`config.mk`:
```
export PLATFORM = sky130hd
export DESIGN_NAME = intr_ctrl_flat
export DESIGN_NICKNAME = d
export VERILOG_FILES = /design/src/rtl/intr_pkg.sv /design/src/rtl/intr_if.sv /design/src/rtl/intr_ctrl_irq_sync_edge.sv /design/src/rtl/intr_ctrl.sv /design/src/flat_wrapper.sv
export SDC_FILE = /design/constraint.sdc
export NUM_CORES = 1
export LEC_CHECK = 0
export CORE_ASPECT_RATIO = 0.75
export CORE_MARGIN = 2
export CORE_UTILIZATION = 23
export DETAILED_ROUTE_END_ITERATION = 10
export GPL_TIMING_DRIVEN = 0
export SLEW_MARGIN = 20
export SYNTH_ARGS = -nofsm -noshare
export SYNTH_HDL_FRONTEND = slang
export SYNTH_SLANG_ARGS = --single-unit
```
`constraint.sdc`:
```
create_clock -name clk -period 2.3 [get_ports clk]
set_input_delay 0.69 -clock clk [delete_from_list [all_inputs] [get_ports clk]]
set_output_delay 0.69 -clock clk [all_outputs]
set_load 0.01 [all_outputs]
```
`src/rtl/intr_pkg.sv`:
```
// Shared types and constants for the two-line interrupt controller.
// State encoding, vector indices and a priority helper.
package intr_pkg;

   localparam int N_IRQ    = 2;
   localparam int VEC_IRQ0 = 0;
   localparam int VEC_IRQ1 = 1;

   typedef enum logic [1:0] {
      IDLE     = 2'd0,
      DISPATCH = 2'd1,
      SERVICE  = 2'd2
   } state_t;

   // One-hot of the lowest set bit; IRQ0 outranks IRQ1.
   function automatic logic [N_IRQ-1:0] lowest_set(input logic [N_IRQ-1:0] v);
      return {v[VEC_IRQ1] & ~v[VEC_IRQ0], v[VEC_IRQ0]};
   endfunction

endpackage

```
`src/rtl/intr_if.sv`:
```
// Request/dispatch bundle between control unit and interrupt controller.
// master = control unit / requester side, slave = intr_ctrl.
interface intr_if;
   import intr_pkg::*;

   logic [N_IRQ-1:0] irq_in;
   logic             irq_en_we;
   logic [N_IRQ-1:0] irq_en_wd;
   logic             fetch_ok;
   logic             reti;
   logic             s_intr1;
   logic             s_intr2;
   logic [N_IRQ-1:0] pending;
   logic [N_IRQ-1:0] in_service;
   logic             busy;

   modport master (
      output irq_in, irq_en_we, irq_en_wd, fetch_ok, reti,
      input  s_intr1, s_intr2, pending, in_service, busy
   );

   modport slave (
      input  irq_in, irq_en_we, irq_en_wd, fetch_ok, reti,
      output s_intr1, s_intr2, pending, in_service, busy
   );

endinterface

```
`src/rtl/intr_ctrl_irq_sync_edge.sv`:
```
// Single-bit multi-stage synchroniser followed by a rising-edge detector.
// rise is high for one cycle per 0->1 transition of the synchronised input.
module irq_sync_edge #(
   parameter int SYNC_STAGES = 2
) (
   input  logic clk,
   input  logic reset,
   input  logic d,
   output logic rise
);

   logic [SYNC_STAGES-1:0] sync;
   logic                   prev;

   always_ff @(posedge clk) begin
      if (reset) begin
         sync <= '0;
         prev <= 1'b0;
      end else begin
         sync <= {sync[SYNC_STAGES-2:0], d};
         prev <= sync[SYNC_STAGES-1];
      end
   end

   assign rise = sync[SYNC_STAGES-1] & ~prev;

endmodule

```
`src/rtl/intr_ctrl.sv`:
```
// Two-line interrupt controller driving the CPU vector selects s_intr1/s_intr2.
// Define INTR_NEST_EN to let IRQ0 preempt an IRQ1 service (depth 2).
import intr_pkg::*;

module intr_ctrl #(
   parameter int         SYNC_STAGES = 2,
   parameter logic [1:0] IRQ_EN_RST  = 2'b11
) (
   input logic   clk,
   input logic   reset,
   intr_if.slave bus
);

   logic [N_IRQ-1:0] rise;
   logic [N_IRQ-1:0] mask;
   logic [N_IRQ-1:0] pend, pend_n, pend_clr;
   logic [N_IRQ-1:0] isr, isr_n;
   logic [N_IRQ-1:0] pulse, pulse_n;
   logic [N_IRQ-1:0] grant;
   state_t           state, state_n;

   for (genvar i = 0; i < N_IRQ; i++) begin : g_sync
      irq_sync_edge #(
         .SYNC_STAGES(SYNC_STAGES)
      ) u_sync (
         .clk  (clk),
         .reset(reset),
         .d    (bus.irq_in[i]),
         .rise (rise[i])
      );
   end

   always_ff @(posedge clk) begin
      if (reset) begin
         state <= IDLE;
         mask  <= IRQ_EN_RST;
         pend  <= '0;
         isr   <= '0;
         pulse <= '0;
      end else begin
         state <= state_n;
         pend  <= pend_n;
         isr   <= isr_n;
         pulse <= pulse_n;
         if (bus.irq_en_we) mask <= bus.irq_en_wd;
      end
   end

   always_comb begin
      state_n  = state;
      pend_clr = '0;
      isr_n    = isr;
      pulse_n  = '0;
      grant    = lowest_set(pend & mask);
      unique case (state)
         IDLE: begin
            if (bus.fetch_ok && |grant) begin
               pend_clr = grant;
               isr_n    = isr | grant;
               pulse_n  = grant;
               state_n  = DISPATCH;
            end
         end
         DISPATCH: state_n = SERVICE;
         SERVICE: begin
            if (bus.reti) begin
`ifdef INTR_NEST_EN
               isr_n   = isr & ~lowest_set(isr);
               state_n = (|isr_n) ? SERVICE : IDLE;
`else
               isr_n   = '0;
               state_n = IDLE;
`endif
            end
`ifdef INTR_NEST_EN
            else if (isr == 2'b10 && bus.fetch_ok &&
                     pend[VEC_IRQ0] && mask[VEC_IRQ0]) begin
               pend_clr = 2'b01;
               isr_n    = 2'b11;
               pulse_n  = 2'b01;
               state_n  = DISPATCH;
            end
`endif
         end
         default: state_n = IDLE;
      endcase
      // A new edge wins over a same-cycle dispatch clear.
      pend_n = (pend & ~pend_clr) | rise;
   end

   assign bus.s_intr1    = pulse[VEC_IRQ0];
   assign bus.s_intr2    = pulse[VEC_IRQ1];
   assign bus.pending    = pend;
   assign bus.in_service = isr;
   assign bus.busy       = |isr;

endmodule
```
`src/flat_wrapper.sv`:
```
// flat-port wrapper written by rule: the top's interface ports become plain ports
module intr_ctrl_flat 
#(
   parameter int         SYNC_STAGES = 2,
   parameter logic [1:0] IRQ_EN_RST  = 2'b11
)
  (clk, reset, bus_irq_in, bus_irq_en_we, bus_irq_en_wd, bus_fetch_ok, bus_reti, bus_s_intr1, bus_s_intr2, bus_pending, bus_in_service, bus_busy);
  intr_if bus_i ();
  input logic clk;
  input logic reset;
  input wire logic [$bits(bus_i.irq_in)-1:0] bus_irq_in;
  input wire logic [$bits(bus_i.irq_en_we)-1:0] bus_irq_en_we;
  input wire logic [$bits(bus_i.irq_en_wd)-1:0] bus_irq_en_wd;
  input wire logic [$bits(bus_i.fetch_ok)-1:0] bus_fetch_ok;
  input wire logic [$bits(bus_i.reti)-1:0] bus_reti;
  output wire logic [$bits(bus_i.s_intr1)-1:0] bus_s_intr1;
  output wire logic [$bits(bus_i.s_intr2)-1:0] bus_s_intr2;
  output wire logic [$bits(bus_i.pending)-1:0] bus_pending;
  output wire logic [$bits(bus_i.in_service)-1:0] bus_in_service;
  output wire logic [$bits(bus_i.busy)-1:0] bus_busy;
  assign bus_i.irq_in = bus_irq_in;
  assign bus_i.irq_en_we = bus_irq_en_we;
  assign bus_i.irq_en_wd = bus_irq_en_wd;
  assign bus_i.fetch_ok = bus_fetch_ok;
  assign bus_i.reti = bus_reti;
  assign bus_s_intr1 = bus_i.s_intr1;
  assign bus_s_intr2 = bus_i.s_intr2;
  assign bus_pending = bus_i.pending;
  assign bus_in_service = bus_i.in_service;
  assign bus_busy = bus_i.busy;
  intr_ctrl #(.SYNC_STAGES(SYNC_STAGES), .IRQ_EN_RST(IRQ_EN_RST)) u_core (.clk(clk), .reset(reset), .bus(bus_i));
endmodule
```
==> impl_results.md <==
- Net Sw Power: 0.000113 W
- Setup TNS: 0 ns
- P&R area growth vs syn: 42.4%
- Worst reg2reg startpoint: u_core.state[1]$_SDFFE_PP0P_
- # Post-CTS Setup Buffers: 0
- Mapped Cells: 52
- Routability cong.: 0.655
- Clock root buffer: clkbuf_4
- Met1 track demand over resource: 0.0909
- I/O pin count: 16
- Rel. slew slack: 0.721
- Worst EP arrival: 1.37 ns
- First-pass GRT wire length: 1.56 mm
- CTS tree: yes
- Worst-margin pin slew: 0.419 ns
- Critical path launch point type: register
- Status: completed
- Met3 usage: 0.0625
- WHS: 0.447 ns
- Yosys top cell area share: 0.593
- Top post-synthesis cells by area: dfxtp_1 (59%), nor2b_1 (6.9%), mux2i_1 (3.7%)
- Pre-Repair DR Iteration Count: 4
- Resize count post-CTS: 0
- HP Class: register to register
- Leading area contributor after synthesis: dfxtp_1
- Remaining DRCs: 0
- Clock buffer count from CTS: 3
- Setup WS post-layout: 0.243 ns
- Site row count: 15
- Final period utilization: 0.894
- Total gr overflow: 0
- H-tree Lvls: 1
- Detailed placement HPWL: 707 um
- Pin count of the biggest net entering global routing: 11
- VDD IR max: 0.000374 V
- Avg Inst Size Synth: 10.4 sq um
- Pint: 0.000415 W
- Synthesized area: 541 sq um
- Fillers: 268
- Final setup fails: 0
- Post-DRT Antenna Nets: 0
- Worst Path Class, Setup: register to output port
- Setup WS pre-CTS: 0.209 ns
- Vias: 397
- Max clock buf depth: 2
- First-iteration detailed-routing DRC count: 1
- Die Ht: 46.0 um
- Unique masters post-synth: 21
- Seq cells post-synth: 16
- Total track usage: 0.0845
- Final wirelength: 886 um
- DR vias/cell: 3.78
- CP endpoint: bus_busy
- Maxcap violations: 0
- Sink Count: 16
- FMAX: 486 MHz
- Clock Power Share: 0.350
- Core ar.: 2270 sq um
- Vias in the first global route: 372
- Critical path startpoint: u_core.bus.in_service[1]$_SDFFE_PP0P_
- Ys Warns: 0
- Worst reg-to-reg path cell count: 4
- Crit path cell chain: or2_2, clkdlybuf4s50_1
- Power Total: 0.000528 W
- RSZ-0062 raised after global routing: false
- Fin crit period: 2.06 ns
- Share of cells above drive strength 1: 0.113
- Hold buffer count at cts: 0
- Die W: 60.0 um
- CP max FO: 3
- CP required: 1.61 ns
- Antenna Cells: 0
- Leak Pwr: 0.291 nW
- Final slew viol count: 0
- Final Hold Vio Count: 0
- GR Util met2: 0.117
- PortBufs: 15
- Critical path's largest stage delay: 0.47 ns
- Worst r2r dst: u_core.bus.pending[1]$_SDFF_PP0_
- Die area: 2760 sq um
- Power per standard cell area: 686 nW/um^2
- Worst reg-to-reg setup slack: 1.01 ns
- CP max-delay cell: clkdlybuf4s50_1
- Worst-Skew Late Latency: 0.29 ns
- Initial antenna violation count: 0
- Nets@finish: 81
- Sequential power share: 0.554
- GRT busiest layer: met2
- Max Clock Skew: 0.00392 ns
- Worst-path clk slew: 0.09 ns
- Initial Util: 0.238
- Worst Setup End Kind: output port
- Combinational Power Share: 0.096
- Post-synth net total: 61
- Switching Fraction: 0.214
- Sequential fraction of the synthesis area: 0.593
- Wire per inst: 8.44 um
-- worst max-delay path: cells and delay by family (launching register included) --
| kind | cells | cell delay (ns) |
|---|---|---|
| buffers and inverters | 1 | 0.47 |
| and+or+nand+nor | 1 | 0.28 |
| DFF | 1 | 0.33 |
-- registers in the layout, indices dropped and copies added, names as in the netlist --
name	count
u_core.mask	2
u_core.state	2
u_core.g_sync.u_sync.sync	4
u_core.pulse	2
u_core.bus.pending	2
u_core.g_sync.u_sync.prev	2
u_core.bus.in_service	2
-- cell type report --
cell class	count	area, sq um	area share
inverters	4	15.0	0.0195
flip-flops and latches	16	320	0.416
multi-input cells	30	196	0.255
plain buffers	2	8.76	0.0114
clock buffers	4	36.3	0.0472
well taps	34	42.5	0.0553
repair buffers	15	150	0.195
-- cells by family (layout without fill, tap and decap cells) --
group	Yosys count	after routing	synth area share
AND/OR/NAND/NOR	20	20	0.225
flip-flops	16	16	0.593
AO/OA/AOI/OAI	8	8	0.102
buffers and inverters	6	25	0.0440
multiplexers	2	2	0.0370
-- power by group through the flow --
stage | registers [W] | logic [W] | clock network, W
floorplan | 0.000300 | 0.0000225 | 0
global placement | 0.000299 | 0.0000511 | 0
detailed placement | 0.000299 | 0.0000516 | 0
CTS | 0.000293 | 0.0000517 | 0.000194
global route | 0.000294 | 0.0000565 | 0.000206
finish | 0.000293 | 0.0000505 | 0.000185
-- placed cells by master (no fill, tap or decap), types with 2 or more instances in the layout --
cell type	netlist	routed
nor2_1	3	3
nand2_1	5	5
dfxtp_1	16	16
clkdlybuf4s50_1	0	15
o21a_1	2	2
mux2i_1	2	2
nor2b_1	6	6
inv_1	4	4
clkbuf_4	0	3
-- cell usage after synthesis --
| library cell | count |
|---|---|
| nor3b_2 | 1 |
| nand2b_1 | 1 |
| a21oi_1 | 1 |
| buf_2 | 1 |
| buf_1 | 1 |
| nand2_1 | 5 |
| nor4b_2 | 1 |
| dfxtp_1 | 16 |
| a211oi_1 | 1 |
| a31oi_1 | 1 |
| inv_1 | 4 |
| or2_2 | 1 |
| o2bb2ai_1 | 1 |
| nor2b_1 | 6 |
| nor2_1 | 3 |
| o211ai_1 | 1 |
| o21a_1 | 2 |
| or3b_1 | 1 |
| o21ai_0 | 1 |
| nor3_1 | 1 |
| mux2i_1 | 2 |
-- how the worst min path moves through the flow --
stage,start,cells after the start,endpoint
after global routing,u_core.g_sync[0].u_sync.sync[0]$_SDFF_PP0_,1,u_core.g_sync[0].u_sync.sync[1]$_SDFF_PP0_
after floorplan,u_core.g_sync[0].u_sync.sync[0]$_SDFF_PP0_,1,u_core.g_sync[0].u_sync.sync[1]$_SDFF_PP0_
after CTS,u_core.g_sync[0].u_sync.sync[0]$_SDFF_PP0_,1,u_core.g_sync[0].u_sync.sync[1]$_SDFF_PP0_
final,u_core.g_sync[0].u_sync.sync[0]$_SDFF_PP0_,1,u_core.g_sync[0].u_sync.sync[1]$_SDFF_PP0_
after detailed placement,u_core.g_sync[1].u_sync.sync[0]$_SDFF_PP0_,1,u_core.g_sync[1].u_sync.sync[1]$_SDFF_PP0_
after global placement,u_core.g_sync[0].u_sync.sync[0]$_SDFF_PP0_,1,u_core.g_sync[0].u_sync.sync[1]$_SDFF_PP0_
-- per-stage QoR --
| step | area (sq um) | instances | util |
|---|---|---|---|
| 2_1_floorplan | 541 | 52 | - |
| 3_3_place_gp | 733 | 101 | 0.323 |
| 3_5_place_dp | 733 | 101 | 0.323 |
| 4_1_cts | 769 | 105 | 0.339 |
| 5_1_grt | 769 | 105 | 0.339 |
| 6_report | 769 | 105 | 0.339 |
-- routing by layer --
metal | wire length, um | vias up
li1 | - | 209
met1 | 414 | 169
met2 | 356 | 14
met3 | 94 | 5
met4 | 21 | 0
met5 | 0 | -
No activity file was read; power rests on OpenSTA's default activity.
